**src/rtl/riscv_pkg.sv**
```systemverilog
// Shared definitions for the fetch / decode slice of the core.
//   fetch_state_t : fetch sequencer states
//   imm_type_t    : immediate formats understood by imm_generator
//   NOP_INSTR     : instruction presented before the first fetch completes
//   DEFAULT_RESET_PC : boot address used when no override is given
package riscv_pkg;

    localparam logic [31:0] NOP_INSTR        = 32'h0000_0013;
    localparam logic [31:0] DEFAULT_RESET_PC = 32'h0000_0000;

    typedef enum logic [1:0] {
        BOOT,
        FETCH,
        HOLD,
        TRAP
    } fetch_state_t;

    typedef enum logic [1:0] {
        IMM_J = 2'b00,
        IMM_I = 2'b01,
        IMM_S = 2'b10,
        IMM_B = 2'b11
    } imm_type_t;

endpackage

```
**src/rtl/next_pc_calc.sv**
```systemverilog
// Combinational next-PC selection for the fetch stage.
//   pc              : address of the instruction being retired
//   immediate_value : sign-extended immediate from imm_generator
//   rs1_value       : register-file rs1 read data
//   branch_taken    : conditional branch resolved taken
//   jump            : JAL
//   jalr            : JALR (highest priority)
//   next_pc         : address of the following instruction
//   misaligned      : next_pc is not 4-byte aligned
// All arithmetic wraps modulo 2^XLEN.
module next_pc_calc #(
    parameter int unsigned XLEN = 32
) (
    input  logic [XLEN-1:0] pc,
    input  logic [XLEN-1:0] immediate_value,
    input  logic [XLEN-1:0] rs1_value,
    input  logic            branch_taken,
    input  logic            jump,
    input  logic            jalr,
    output logic [XLEN-1:0] next_pc,
    output logic            misaligned
);

    logic [XLEN-1:0] jalr_sum;

    assign jalr_sum = rs1_value + immediate_value;

    always_comb begin
        next_pc = pc + XLEN'(4);
        if (jalr) begin
            // JALR drops bit 0 before alignment is judged; bit 1 still traps.
            next_pc = {jalr_sum[XLEN-1:1], 1'b0};
        end else if (jump || branch_taken) begin
            next_pc = pc + immediate_value;
        end
        misaligned = (next_pc[1:0] != 2'b00);
    end

endmodule

```
**src/rtl/fetch_unit.sv**
```systemverilog
// Instruction-fetch stage with a req/ready memory handshake.
//   clk, rst         : clock, asynchronous active-high reset
//   imem_req/addr    : fetch request and byte address (addr == pc)
//   imem_ready/rdata : memory response, sampled only while requesting
//   instruction      : registered instruction word for decode
//   instr_valid      : instruction/pc valid, waiting for instr_accept
//   instr_accept     : core retired the presented instruction
//   pc, pc_plus4     : current instruction address and its link value
//   branch_taken, jump, jalr, immediate_value, rs1_value :
//                      next-PC controls, sampled on an accepted instruction
//   misaligned_err   : sticky trap flag, cleared only by reset
//   fetch_count      : number of accepted instructions (wraps)
module fetch_unit
    import riscv_pkg::*;
#(
    parameter int unsigned     XLEN     = 32,
    parameter logic [XLEN-1:0] RESET_PC = DEFAULT_RESET_PC
) (
    input  logic            clk,
    input  logic            rst,
    output logic            imem_req,
    output logic [XLEN-1:0] imem_addr,
    input  logic            imem_ready,
    input  logic [XLEN-1:0] imem_rdata,
    output logic [XLEN-1:0] instruction,
    output logic            instr_valid,
    input  logic            instr_accept,
    output logic [XLEN-1:0] pc,
    output logic [XLEN-1:0] pc_plus4,
    input  logic            branch_taken,
    input  logic            jump,
    input  logic            jalr,
    input  logic [XLEN-1:0] immediate_value,
    input  logic [XLEN-1:0] rs1_value,
    output logic            misaligned_err,
    output logic [XLEN-1:0] fetch_count
);

    fetch_state_t    state_q;
    fetch_state_t    state_d;
    logic [XLEN-1:0] pc_q;
    logic [XLEN-1:0] instr_q;
    logic [XLEN-1:0] count_q;
    logic [XLEN-1:0] next_pc;
    logic            next_misaligned;
    logic            capture;
    logic            accept;

    next_pc_calc #(
        .XLEN (XLEN)
    ) u_next_pc_calc (
        .pc              (pc_q),
        .immediate_value (immediate_value),
        .rs1_value       (rs1_value),
        .branch_taken    (branch_taken),
        .jump            (jump),
        .jalr            (jalr),
        .next_pc         (next_pc),
        .misaligned      (next_misaligned)
    );

    assign capture = (state_q == FETCH) && imem_ready;
    assign accept  = (state_q == HOLD) && instr_accept;

    always_comb begin
        state_d = state_q;
        case (state_q)
            BOOT:    state_d = FETCH;
            FETCH:   if (imem_ready) state_d = HOLD;
            HOLD:    if (instr_accept) state_d = next_misaligned ? TRAP : FETCH;
            TRAP:    state_d = TRAP;
            default: state_d = BOOT;
        endcase
    end

    // Handshake outputs decode the state register directly, so reset
    // removes them without waiting for a clock edge.
    always_comb begin
        imem_req       = (state_q == FETCH);
        instr_valid    = (state_q == HOLD);
        misaligned_err = (state_q == TRAP);
    end

    always_ff @(posedge clk or posedge rst) begin
        if (rst) begin
            state_q <= BOOT;
            pc_q    <= RESET_PC;
            instr_q <= NOP_INSTR;
            count_q <= '0;
        end else begin
            state_q <= state_d;
            if (capture) begin
                instr_q <= imem_rdata;
            end
            if (accept) begin
                pc_q    <= next_pc;
                count_q <= count_q + XLEN'(1);
            end
        end
    end

    assign imem_addr   = pc_q;
    assign pc          = pc_q;
    assign pc_plus4    = pc_q + XLEN'(4);
    assign instruction = instr_q;
    assign fetch_count = count_q;

endmodule

```
**config.mk**
```make
export PLATFORM = sky130hd
export DESIGN_NAME = fetch_unit
export DESIGN_NICKNAME = d
export VERILOG_FILES = /design/src/rtl/riscv_pkg.sv /design/src/rtl/next_pc_calc.sv /design/src/rtl/fetch_unit.sv
export SDC_FILE = /design/constraint.sdc
export NUM_CORES = 1
export LEC_CHECK = 0
export CAP_MARGIN = 20
export CORE_MARGIN = 3
export CORE_UTILIZATION = 52
export DETAILED_ROUTE_END_ITERATION = 8
export PLACE_DENSITY = 0.86
export SLEW_MARGIN = 40
export SYNTH_ARGS = -nofsm -noshare
export SYNTH_HDL_FRONTEND = slang
export SYNTH_SLANG_ARGS = --single-unit
```
**constraint.sdc**
```tcl
create_clock -name clk -period 9.75 [get_ports clk]
set_input_delay 1.95 -clock clk [delete_from_list [all_inputs] [get_ports clk]]
set_output_delay 1.95 -clock clk [all_outputs]
set_load 0.01 [all_outputs]
```
==> flow_metrics.tcl, run 1 <==
set metrics [dict create \
    holdWs_ps 483 \
    core_um2 15400 \
    antennaDiodeCount 0 \
    cp-end-kind "primary output" \
    fmax_mhz 197 \
    drt_iter0_drc 674 \
    status "finished clean" \
    num_rows 45 \
    startpoint_type "flip-flop" \
    clk_path_buf_depth 2 \
    min_period_ps 5070 \
    htreeDepth 3 \
    synth.avg_cell_area_um2 8.63 \
    worst_path_max_delay_cell "clkdlybuf4s50_1" \
    path_delay_family "simple AND/OR/NAND/NOR gates" \
    regArea_um2 2460 \
    yosysWarnings 0 \
    syn-num-nets 1131 \
    cap_violations 0 \
    hold_class "flip-flop to flip-flop" \
    path_class "flip-flop to primary output" \
    grt_usage 0.290 \
    tns_ps 0 \
    wirelength_um 26400 \
    post_cts_buffers 0 \
    synth_edf_count 0 \
    setup_viol_count_final 0 \
    grt_max_degree 64 \
    wl_per_cell_um 18.9 \
    max_slew_margin 0.476 \
    ys_top_cells_by_area "dfrtp_1, ha_1, xnor2_1" \
    cp_num_buf_inv 1 \
    synth_commonest_cells "nand2_1, dfrtp_1, a21oi_1" \
    max-vdd-ir-drop_uv 119 \
    fin_nets 1347 \
    rsz0062_at_grt "no" \
    period_share 0.520 \
    synth_sequential_area_ratio 0.296 \
    multiInputGateArea_um2 5370 \
    critPathRequiredTime_ps 7800 \
    gp_congestion 0.974 \
    finish.utilization 0.725 \
    numPortBuffers 265 \
    design.portCount 266 \
    start_util 0.539 \
    cts_resized 0 \
    netlist.area_leader.share 0.286 \
    fillCellCount 1209 \
    overflow 0 \
    slew_viol_final 0 \
    path_cells "ha_1, nand3_1, nor3_2, and3_1, nand2_1, xnor2_1, clkdlybuf4s50_1" \
    slowest_delay_ps 610 \
    vias 8366 \
    cts_tree "built" \
    cts-buffers-inserted 9 \
    post-route-drc-count 0 \
    ys_async_sr_fraction 1.00 \
    synth_area_um2 8310 \
    antenna_found_initial 0 \
    syn_to_final_growth_pct 34.6 \
    grt_pass1_vias 7864 \
    cts_sinks 98 \
    chipHeight_um 132 \
    route.antenna.remaining_nets 0 \
    leakagePower_nw 4.75 \
    vias_per_cell 6.00 \
    chipWidth_um 132 \
    tightest_slew_ps 775 \
    cts_root_buf "clkbuf_16" \
    synth.largest_area_cell "dfrtp_1" \
    firstDrtPassIters 6 \
    dp_hpwl_um 20800 \
    clkTransAtPathRegs_ps 80 \
    clk_latency_ps 350 \
    path_max_fanout 9 \
    finClkSkew_ps 9.48 \
    syn-instance-count 963 \
    p_per_area_nw_per_um2 239 \
    die_area_um2 17500 \
    yosys_register_bits 98 \
    layout-drive-gt1-share 0.0718 \
    synth_cell_types 74 \
    cp_data_arrival_time_ps 3120 \
    synthFlopType "dfrtp_1" \
    postCtsHoldBufs 0 \
    grt_first_pass_wirelength_um 41400 \
    synth.most_common_cell "nand2_1" \
    hold_violations 0 \
]
[registers in the layout (all words and copies together), names as in the netlist]
name         count
state_q          2
instruction     32
imem_addr       32
fetch_count     32
[cells by family after synthesis]
group           after synthesis  synth area share
simple gates                295             0.169
compound gates              263             0.211
xor+xnor                    111             0.117
flops                        98             0.296
buf+inv                      95            0.0589
fa+ha+maj                    65            0.0997
mux                          36            0.0489
[cells in the final DEF (no fill, tap or decap), drive strengths merged, types with 4 or more instances in the layout]
| cell type | netlist | final |
|---|---|---|
| a21oi | 90 | 90 |
| and4 | 8 | 8 |
| clkbuf | 25 | 9 |
| o211ai | 7 | 7 |
| inv | 28 | 31 |
| nor2b | 12 | 12 |
| a31oi | 15 | 15 |
| buf | 42 | 7 |
| mux2 | 34 | 34 |
| nand2b | 4 | 4 |
| and2 | 6 | 6 |
| nor3 | 11 | 11 |
| nand3 | 36 | 36 |
| xor2 | 39 | 39 |
| nor2 | 74 | 74 |
| dfrtp | 95 | 95 |
| a211oi | 18 | 18 |
| clkdlybuf4s50 | 0 | 265 |
| or2 | 4 | 4 |
| nand2 | 101 | 101 |
| a22oi | 5 | 5 |
| o21ai | 55 | 55 |
| a221o | 4 | 4 |
| o21bai | 6 | 6 |
| o221ai | 6 | 6 |
| and3 | 17 | 17 |
| ha | 63 | 63 |
| o31ai | 7 | 7 |
| nand4 | 12 | 12 |
| o21a | 7 | 7 |
| a21o | 17 | 17 |
| xnor2 | 72 | 72 |
| a221oi | 6 | 6 |
[worst reg2reg max path, cell delays in order, from the launching register on]
cell and delay, ps:
dfrtp_1 440, ha_1 240, inv_1 70, fa_1 440, nor2b_4 140, o31a_1 260, o31ai_4 110, o31ai_4 360
a31oi_2 190, nor2_2 210, a31oi_1 130, mux2i_1 160, a221oi_2 180
[path summary, 6_finish.rpt]
check                           cells after the start            start               to  slack, ps
worst max-delay path                                7     imem_addr[2]     pc_plus4[28]       4680
worst min-delay path                                1  fetch_count[31]  fetch_count[31]        480
worst max register to register                     12     imem_addr[0]    imem_addr[28]       6740
worst min register to register                      1  fetch_count[31]  fetch_count[31]        480
max in group asynchronous                           3              rst    imem_addr[10]       6840
min in group asynchronous                           2              rst    imem_addr[28]       1970
[power breakdown]
part           switching (mW)  leakage (nW)  internal [mW]  total (mW)
Clock                   0.172         0.140          0.178       0.351
Combinational           0.754          3.36          0.845        1.60
Sequential              0.188          1.24          0.533       0.722
Total                    1.11          4.75           1.56        2.67
[stage by stage]
stage	cells	area, um2	setup slack (ps)	power (mW)
final	1395	11200	4680	2.67
after global routing	1395	11200	4560	2.83
after detailed placement	1379	10900	4770	2.31
after global placement	1379	10900	4820	2.28
after CTS	1395	11200	4720	2.66
after floorplan	963	8310	5240	1.62
[cell type report]
cell class	instances	area share
clock inverters	7	0.00548
multi-input cells	770	0.480
flip-flops and latches	98	0.220
clock buffers	9	0.0201
repair buffers	272	0.242
inverters	28	0.00962
well taps	211	0.0236
[layer usage]
| metal | share of wire | track usage |
|---|---|---|
| met5 | 0 | 0 |
| met4 | 0.028 | 0.0982 |
| met3 | 0.086 | 0.0471 |
| met2 | 0.48 | 0.486 |
| met1 | 0.41 | 0.384 |
(Power assumes the default switching activity.)
==> run 2: changes to the inputs <==
- CORE_UTILIZATION: 52 -> 43
- PLACE_DENSITY: 0.86 -> 0.75
- clock period: 9.75 -> 4.2 ns (I/O delays scaled with it)
==> run 2 against run 1 <==
Effect of this change:
- register-to-register slack got worse by 5600 ps
- sequential power increased by 130%
- flip-flop and latch count unchanged
- die area increased by 20%
- non-clock buffer count increased by 9
- wire length increased by 3.3%
- via count decreased by 0.94%
- design area increased by 1.4%
- hold slack got worse by 8.2 ps
- count of clock-buffer cells in the layout unchanged
- critical path type unchanged
- critical endpoint is now pc_plus4[31]
- largest cell class unchanged
- highest routed layer unchanged
==> flow_metrics.tcl, run 2 (synthesis gave the netlist of run 1 again) <==
set metrics [dict create \
    status "finished clean" \
    hold_class "flip-flop to flip-flop" \
    numPortBuffers 265 \
    p_per_area_nw_per_um2 553 \
    post-route-drc-count 0 \
    fillCellCount 1678 \
    num_rows 50 \
    period_share 0.953 \
    final_cell_mix "clkdlybuf4s50_1, nand2_1, dfrtp_1" \
    pre_cts_slack_ps 349 \
    startpoint_type "flip-flop" \
    postCtsHoldBufs 0 \
    gp_congestion 0.965 \
    antenna_found_initial 1 \
    finClkSkew_ps 13.7 \
    setup_viol_count_final 0 \
    vias 8287 \
    rsz0062_at_grt "no" \
    fin_nets 1356 \
    grt_usage 0.249 \
    layout-drive-gt1-share 0.0788 \
    cts-buffers-inserted 9 \
    cts_root_buf "clkbuf_16" \
    critPathRequiredTime_ps 3360 \
    grt_pass1_vias 7757 \
    chipHeight_um 145 \
    wirelength_um 27300 \
    hold_violations 0 \
    htreeDepth 3 \
    cts_tree "built" \
    vias_per_cell 5.70 \
    chipWidth_um 145 \
    syn_to_final_growth_pct 36.5 \
    cp_data_arrival_time_ps 3160 \
    tns_ps 0 \
    max_slew_margin 0.587 \
    leakagePower_nw 4.81 \
    cts_resized 0 \
    grt_first_pass_wirelength_um 42500 \
    route.antenna.remaining_nets 0 \
    total_power_mw 6.28 \
    setup_ws_ps 198 \
    grt_max_degree 72 \
    fmax_mhz 250 \
    dp_hpwl_um 21500 \
    wl_per_cell_um 18.8 \
    clk_latency_ps 360 \
    clk_path_buf_depth 2 \
    cap_violations 0 \
    overflow 0 \
    cp-end-kind "primary output" \
    firstDrtPassIters 5 \
    path_class "flip-flop to primary output" \
    design.portCount 266 \
    layout_commonest_cell "clkdlybuf4s50_1" \
    core_um2 18800 \
    drt_iter0_drc 535 \
    die_area_um2 21000 \
    max-vdd-ir-drop_uv 225 \
    start_util 0.441 \
    cts_sinks 98 \
    clkTransAtPathRegs_ps 80 \
    path_max_fanout 7 \
    slew_viol_final 0 \
    min_period_ps 4000 \
    rrSetupSlack_ps 1180 \
    tightest_slew_ps 620 \
    post_cts_buffers 0 \
]
==> run 2: cell count changes in the layout (fill, tap and decap cells not counted), sizes merged <==
cell,before,now
buf,7,16
bufinv,0,1
clkinv,3,2
clkinvlp,1,0
diode,0,1
inv,31,32
==> run 2: critical path, cell delays in order (launching register included) <==
cell             delay (ps)
dfrtp_1                 550
and3_1                  270
and4_1                  300
and4_1                  360
nand2_1                 170
nor2_1                  210
nand3_1                 130
xnor2_1                 230
clkdlybuf4s50_1         590
==> run 2: final timing paths <==
path                            startpoint               to  cells after the start
max                          imem_addr[16]     pc_plus4[31]                      8
min                        fetch_count[31]  fetch_count[31]                      1
max reg2reg                   imem_addr[0]    imem_addr[30]                     12
min reg2reg                fetch_count[31]  fetch_count[31]                      1
max in group asynchronous              rst   instruction[1]                      3
min in group asynchronous              rst   instruction[7]                      2
==> run 2: per-layer routing <==
metal | track usage | share of wire
met1 | 0.344 | 0.44
met2 | 0.404 | 0.45
met3 | 0.0375 | 0.075
met4 | 0.0774 | 0.029
met5 | 0 | 0
==> run 2: layout make-up <==
type                    count  area (um2)  share of cell area
diodes                      1        2.50            0.000221
clock buffers               9         225              0.0198
clock inverters             7        90.1             0.00794
inverters                  28         110             0.00970
multi-input cells         770        5370               0.473
flip-flops and latches     98        2460               0.216
well taps                 260         325              0.0287
repair buffers            281        2770               0.244
==> run 2: per-stage QoR <==
step	hold WS [ps]	cells	util	area, um2
floorplan	504	963	-	8310
finish	475	1454	0.603	11300
global route	502	1454	0.603	11300
CTS	477	1453	0.602	11300
global placement	456	1437	0.586	11000
detailed placement	466	1437	0.586	11000
==> run 2: power breakdown <==
part	switching [mW]	internal [mW]	total, mW
combinational	1.76	1.98	3.74
sequential	0.409	1.24	1.65
clock	0.417	0.480	0.897
total	2.58	3.70	6.28
==> run 3: changes to the inputs <==
- PLACE_DENSITY: 0.75 -> 0.78
- TNS_END_PERCENT: unset -> 100
==> run 3 against run 2 <==
Effect of this change:
- final cell count down 0.14%
- critical path depth did not move
- count of clock-buffer cells in the layout unchanged
- total power is 0.76% lower
- wire length down 2.5%
- non-clock buffer count decreased by 1
- sequential share of layout area barely moved
- setup slack better by 130 ps
- core utilization is 0.10 points lower
==> flow_metrics.tcl, run 3 (synthesis gave the netlist of run 1 again) <==
set metrics [dict create \
    finish.utilization 0.602 \
    final_cells 1452 \
    final_cell_mix "clkdlybuf4s50_1, nand2_1, dfrtp_1" \
    grt_max_degree 57 \
    sw_frac_of_total 0.417 \
    min_to "fetch_count[31]" \
    cp-end-kind "primary output" \
    slew_viol_final 0 \
    chipWidth_um 145 \
    cap_violations 0 \
    setup_ws_ps 328 \
    startpoint_type "flip-flop" \
    wirelength_um 26600 \
    rrSetupSlack_ps 1180 \
    p_sw_mw 2.60 \
    post_cts_buffers 0 \
    cp_data_arrival_time_ps 3030 \
    max_slew_margin 0.438 \
    overflow 0 \
    p_per_area_nw_per_um2 550 \
    start_util 0.441 \
    cts_root_buf "clkbuf_16" \
    fin_nets 1355 \
    vias 8240 \
    cts-buffers-inserted 9 \
    antenna_found_initial 0 \
    path_cells "and3_1, and4_1, and4_1, nand2_1, nor2_1, nand3_1, xnor2_1, clkdlybuf4s50_1" \
    htreeDepth 3 \
    clk_path_buf_depth 2 \
    path_max_fanout 6 \
    num_rows 50 \
    status "finished clean" \
    vias_per_cell 5.67 \
    internal-power_mw 3.63 \
    reg2regPathDepth 12 \
    drt_iter0_drc 586 \
    layout-drive-gt1-share 0.0780 \
    cts_tree "built" \
    layout_commonest_cell "clkdlybuf4s50_1" \
    design.portCount 266 \
    die_area_um2 21000 \
    leakagePower_nw 4.80 \
    fmax_mhz 258 \
    chipHeight_um 145 \
    regArea_um2 2460 \
    hold_depth 1 \
    firstDrtPassIters 6 \
    path_class "flip-flop to primary output" \
    antennaDiodeCount 0 \
    cpMostUsedCell "and4_1" \
    clkTransAtPathRegs_ps 80 \
    tightest_slew_ps 839 \
    tns_ps 0 \
    route.antenna.remaining_nets 0 \
    setup_viol_count_final 0 \
    gp_congestion 0.951 \
    multiInputGateArea_um2 5370 \
    reg2reg_to "imem_addr[28]" \
    grt_pass1_vias 7972 \
    syn_to_final_growth_pct 36.3 \
    seq_power_share 0.265 \
    hp-start "fetch_count[31]" \
    fillCellCount 1594 \
    hold_class "flip-flop to flip-flop" \
    max-vdd-ir-drop_uv 258 \
    finClkSkew_ps 12.7 \
    numPortBuffers 265 \
    period_share 0.922 \
    r2r_start "imem_addr[0]" \
    wl_per_cell_um 18.3 \
    cts_sinks 98 \
    rsz0062_at_grt "no" \
    grt_first_pass_wirelength_um 42300 \
    dp_hpwl_um 21100 \
    pwr-share-clk 0.133 \
    min_period_ps 3870 \
    slowest_delay_ps 580 \
    critPathRequiredTime_ps 3360 \
    worst_path_max_delay_cell "clkdlybuf4s50_1" \
    clk_latency_ps 350 \
    hold_violations 0 \
    postCtsHoldBufs 0 \
    grt_usage 0.244 \
    cts_resized 0 \
    post-route-drc-count 0 \
    p_comb_frac 0.602 \
    core_um2 18800 \
    dp_cells 1436 \
    pre_cts_slack_ps 322 \
]
## run 3: cell count changes in the layout (fill, tap and decap cells not counted), sizes merged
cell and change:
buf -1, bufinv -1, clkinv +2, diode -1, inv -1
## run 3: worst max-delay path by stage
stage	start	end	slack (ps)	depth (start not counted)
3_5_place_dp	immediate_value[0]	imem_addr[28]	320	13
6_report	imem_addr[17]	pc_plus4[31]	330	8
5_1_grt	imem_addr[17]	pc_plus4[31]	100	8
3_3_place_gp	immediate_value[0]	imem_addr[30]	440	13
4_1_cts	imem_addr[17]	pc_plus4[31]	350	8
2_1_floorplan	rst	fetch_count[0]	800	1
## run 3: through the flow
step / hold WS [ps] / area [um2] / total power [mW]
6_report: 469 / 11300 / 6.23
5_1_grt: 497 / 11300 / 6.62
4_1_cts: 470 / 11300 / 6.24
3_5_place_dp: 459 / 11000 / 5.39
3_3_place_gp: 462 / 11000 / 5.32
2_1_floorplan: 504 / 8310 / 3.77
## run 3: final cells by class
cell class | instances | area share
multi-input combinational | 770 | 0.474
timing repair buffer | 280 | 0.245
inverter | 28 | 0.00950
clock buffer | 9 | 0.0199
sequential | 98 | 0.217
tap | 260 | 0.0287
clock inverter | 7 | 0.00630
## run 3: worst max-delay path, delay by kind of cell (launching register included)
family / cells / cell delay, ps
simple gates: 6 / 1330
buf+inv: 1 / 580
flops: 1 / 570
xor+xnor: 1 / 190
## run 3: power groups by stage
stage	logic, mW	registers (mW)	clock network, mW
after floorplan	2.08	1.69	0
after detailed placement	3.72	1.67	0
after global routing	4.03	1.70	0.888
after CTS	3.74	1.65	0.852
after global placement	3.67	1.65	0
final	3.75	1.65	0.827
## run 3: metal layers
layer  share of wire  global-route usage  up-vias  wire length, um
li1                -                   -     3905                -
met1            0.43               0.320     3866            11400
met2            0.46               0.411      419            12400
met3           0.081              0.0515       50             2150
met4           0.027              0.0694        0              705
met5               0                   0        -                0
